$ cat src/rtl/constantin_apply.sv
// Applies a constantinReader value (or a runtime override) to a WIDTH-bit field once the consumer has been quiet for SETTLE_CYCLES edges.
// Optional build macro CONSTANTIN_APPLY_SATURATE_EN: out-of-range values saturate instead of truncating.
module constantin_apply #(
   parameter int               WIDTH         = 8,
   parameter int               SETTLE_CYCLES = 4,
   parameter logic [WIDTH-1:0] RESET_VALUE   = '0
) (
   input  logic             clock,
   input  logic             reset,
   input  logic [63:0]      raw_value,
   input  logic             upd_valid,
   output logic             upd_ready,
   input  logic [63:0]      upd_data,
   input  logic             quiet,
   output logic [WIDTH-1:0] value,
   output logic             applied,
   output logic             busy,
   output logic [7:0]       upd_count
);

   localparam int CW = (SETTLE_CYCLES > 1) ? $clog2(SETTLE_CYCLES) : 1;
   localparam logic [CW-1:0] CNT_LOAD = CW'(SETTLE_CYCLES - 1);

   typedef enum logic [1:0] {INIT, IDLE, WAIT_QUIET, SETTLE} state_t;

   state_t           state_q, state_d;
   logic [WIDTH-1:0] pend_q, pend_d;
   logic [WIDTH-1:0] value_q, value_d;
   logic [CW-1:0]    cnt_q, cnt_d;
   logic             applied_q, applied_d;
   logic [7:0]       count_q, count_d;

   function automatic logic [WIDTH-1:0] conv(input logic [63:0] x);
      logic [WIDTH-1:0] r;
      r = x[WIDTH-1:0];
`ifdef CONSTANTIN_APPLY_SATURATE_EN
      // Any bit above the field means the value is out of range.
      if (WIDTH < 64 && (x >> WIDTH) != 64'd0) r = '1;
`endif
      return r;
   endfunction

   always_comb begin
      state_d   = state_q;
      pend_d    = pend_q;
      value_d   = value_q;
      cnt_d     = cnt_q;
      applied_d = 1'b0;
      count_d   = count_q;
      case (state_q)
         INIT: begin
            pend_d  = conv(raw_value);
            state_d = WAIT_QUIET;
         end
         IDLE: begin
            if (upd_valid) begin
               pend_d  = conv(upd_data);
               state_d = WAIT_QUIET;
            end
         end
         WAIT_QUIET: begin
            if (quiet) begin
               cnt_d   = CNT_LOAD;
               state_d = SETTLE;
            end
         end
         SETTLE: begin
            if (!quiet) begin
               state_d = WAIT_QUIET;
            end else if (cnt_q != '0) begin
               cnt_d = cnt_q - 1'b1;
            end else begin
               value_d   = pend_q;
               applied_d = 1'b1;
               if (count_q != 8'hFF) count_d = count_q + 8'd1;
               state_d   = IDLE;
            end
         end
         default: state_d = INIT;
      endcase
   end

   always_ff @(posedge clock) begin
      if (reset) begin
         state_q   <= INIT;
         pend_q    <= '0;
         value_q   <= RESET_VALUE;
         cnt_q     <= '0;
         applied_q <= 1'b0;
         count_q   <= 8'd0;
      end else begin
         state_q   <= state_d;
         pend_q    <= pend_d;
         value_q   <= value_d;
         cnt_q     <= cnt_d;
         applied_q <= applied_d;
         count_q   <= count_d;
      end
   end

   assign upd_ready = (state_q == IDLE);
   assign busy      = (state_q != IDLE);
   assign value     = value_q;
   assign applied   = applied_q;
   assign upd_count = count_q;

endmodule
$ cat config.mk
export PLATFORM = sky130hd
export DESIGN_NAME = constantin_apply
export DESIGN_NICKNAME = d
export VERILOG_FILES = /design/src/rtl/constantin_apply.sv
export SDC_FILE = /design/constraint.sdc
export NUM_CORES = 1
export LEC_CHECK = 0
export BUFFER_PORTS_ARGS = -buffer_cell sky130_fd_sc_hd__buf_2
export CORE_ASPECT_RATIO = 0.6
export CORE_MARGIN = 10
export CORE_UTILIZATION = 32
export CTS_BUF_LIST = sky130_fd_sc_hd__clkbuf_8
export CTS_CLUSTER_SIZE = 12
export DETAILED_ROUTE_END_ITERATION = 8
export PLACE_DENSITY = 0.77
export RECOVER_POWER = 50
export SLEW_MARGIN = 20
export SYNTH_ARGS = -nofsm -noshare
export SYNTH_HDL_FRONTEND = slang
export SYNTH_SLANG_ARGS = --single-unit
$ cat constraint.sdc
create_clock -name clock -period 3.6 [get_ports clock]
set_input_delay 0.54 -clock clock [delete_from_list [all_inputs] [get_ports clock]]
set_output_delay 0.54 -clock clock [all_outputs]
set_load 0.02 [all_outputs]
==> results.toml <==
[floorplanning]
initial_core_util = 0.339
num_io_pins = 151
die_x_um = 101
dieHeight_um = 68.8
floorplan.core_area_um2 = 3740
rows = 17
die_area_um2 = 6960

[finish]
final_cell_mix = "29 x dfxtp_1, 27 x nand2_1, 21 x buf_2"
final_common_cell = "dfxtp_1"
final_layout_size_suffix_gt1_frac = 0.158
finalNetCount = 317
utilization = 0.417
fillerInstances = 415
diodes = 0
area_delta_synth_final_pct = 23.2

[clocking]
cts_hold_buf = 0
cts_resized = 0
cts_root_buf = "clkbuf_8"
cts_sinks = 29
post_cts_buffers = 0
clk_pin_slew_worst_paths_ns = 0.06
cts_buffers = 5
cts_max_level = 2
clockBufferDepth = 2
cts_tree = "built"
insertion_delay_ns = 0.28

[power]
combPwrFrac = 0.071
irDropWorstVdd_uv = 214
p_sw_uw = 158
p_leak_uw = 0.000595
p_seq_frac = 0.465
p_clk_frac = 0.464
power_density_nw_per_um2 = 471
netSwitchingFraction = 0.214
p_int_uw = 578

[sta]
worst_pin_slew_ns = 0.781
setup_tns_ns = 0
setup_viol = 0
skew_ns = 0.00445
fin_crit_ns = 2.50
rsz0062_at_grt = "no"
hold_viol_final = 0
slew_headroom = 0.477
drv_slew = 0
fmax_mhz = 401
fin_crit_sh = 0.693

[synth]
yosys_warnings = 0
ys_ff_latch = 29
synthCells = 146
postSynthAreaPerCell_um2 = 8.68
async_flop_share = 0
ys.flop_type = "dfxtp_1"
syn_area_um2 = 1270
synth_edf_count = 0
yosysSeqAreaShare = 0.458
syn_nets = 280
yosysUniqueCellTypes = 32

[worst_setup_path]
start_kind = "flip-flop"
cp.buffers_inverters = 0
worstSetupPathType = "reg2reg"
crit_arrival_ns = 2.66
slowest_stage = "nand4_1"
critical_path.cell_chain = "nand4_1, a41oi_1, mux2_2"
cpLargestDelayFamily = "simple AND/OR/NAND/NOR gates"
max_stage_delay_ns = 0.75
crit_path_max_fanout = 18
crit_required_ns = 3.77
end_kind = "flip-flop"

[status]
status = "complete, no violations"

[route]
vias_per_cell = 5.22
num_vias = 1206
ant_nets = 0
routed_wl_um = 3380
wl_per_cell_um = 14.6
route.detailed.drc = 0
dr.pass1.iters = 4
drt-initial-drc-count = 28

[global_routing]
grt_max_degree = 30
grt_pass1_vias = 1134
grt_pass1_wl_um = 5250
grt-ovfl-total = 0
grt_usage = 0.0944
antenna_found_initial = 0

[placement]
gp_congestion = 0.798
dp_hpwl_um = 2470
port_buffers = 38

[job]
maxCapViolations = 0

[worst_hold_path]
hold_class = "reg2reg"
==> state kept, by name, summed over array words and instances (netlist names) <==
name,count
applied,1
cnt_q,2
pend_q,8
upd_count,8
state_q,2
value,8
==> final timing paths <==
check | to | cells after the start | slack, ns | start
max reg2reg | upd_count[0] | 3 | 1.10 | state_q[0]
max | upd_count[0] | 3 | 1.10 | state_q[0]
min | value[2] | 2 | 0.46 | pend_q[2]
min reg2reg | value[2] | 2 | 0.46 | pend_q[2]
==> tightest hold or removal path, cell delays in order, from the launching register on <==
cell     delay, ns
dfxtp_1       0.31
nand2_1       0.05
a21oi_1       0.05
==> layout make-up <==
class,count,area (um^2),area share
Clock buffer,6,82.6,0.0529
Clock inverter,2,33.8,0.0216
Inverter,16,60.1,0.0385
Multi-Input combinational cell,93,577,0.369
Sequential cell,29,581,0.372
Tap cell,47,58.8,0.0377
Timing Repair Buffer,38,169,0.108
==> power groups by stage <==
stage               combinational (uW)  sequential (uW)  clock (uW)
detailed placement                54.6              350           0
global placement                  53.3              349           0
global route                      59.4              344         367
floorplan                         38.4              345           0
finish                            52.4              342         341
CTS                               54.8              343         351
==> synth_stat cells, types with 2 or more instances <==
| master | n | area share |
|---|---|---|
| clkbuf_1 | 4 | 0.012 |
| a41oi_1 | 4 | 0.028 |
| a211oi_1 | 3 | 0.018 |
| nor2b_1 | 2 | 0.0099 |
| nand2_1 | 27 | 0.080 |
| nor3_1 | 2 | 0.0079 |
| and3_1 | 3 | 0.015 |
| ha_1 | 2 | 0.020 |
| o41ai_1 | 2 | 0.014 |
| o22ai_1 | 7 | 0.035 |
| a21oi_1 | 9 | 0.036 |
| nor4_1 | 3 | 0.015 |
| buf_2 | 4 | 0.016 |
| nand3_1 | 2 | 0.0079 |
| nor2_1 | 2 | 0.0059 |
| dfxtp_1 | 29 | 0.46 |
| inv_1 | 15 | 0.044 |
| and4_1 | 2 | 0.014 |
| a221oi_1 | 9 | 0.062 |
| a2111oi_0 | 2 | 0.014 |
| nand3b_1 | 2 | 0.012 |
==> cells by family after synthesis <==
family                   Yosys count  share of synthesized area
AND/OR/NAND/NOR                   49                      0.202
AO/OA/AOI/OAI                     40                      0.228
flip-flops                        29                      0.458
buffers and inverters             24                     0.0750
multiplexers                       2                     0.0168
adder cells (fa/ha/maj)            2                     0.0197
==> per-stage QoR <==
step	hold WS, ns	worst slack [ns]	power [uW]	cells	area, um^2
2_1_floorplan	0.432	2.06	384	146	1270
3_5_place_dp	0.450	1.66	404	223	1480
6_report	0.455	1.10	736	231	1560
5_1_grt	0.472	0.914	771	231	1560
3_3_place_gp	0.441	1.67	402	223	1480
4_1_cts	0.458	1.61	748	231	1600
==> metal layers <==
layer | share of wire | GRT usage | routed length [um] | vias up
li1 | - | - | - | 609
met1 | 0.49 | 0.115 | 1650 | 561
met3 | 0.086 | 0.0486 | 292 | 5
met5 | 0 | 0 | 0 | -
met2 | 0.41 | 0.138 | 1400 | 31
met4 | 0.010 | 0.0398 | 34 | 0
Note: power is estimated with default switching activity, not from simulation.
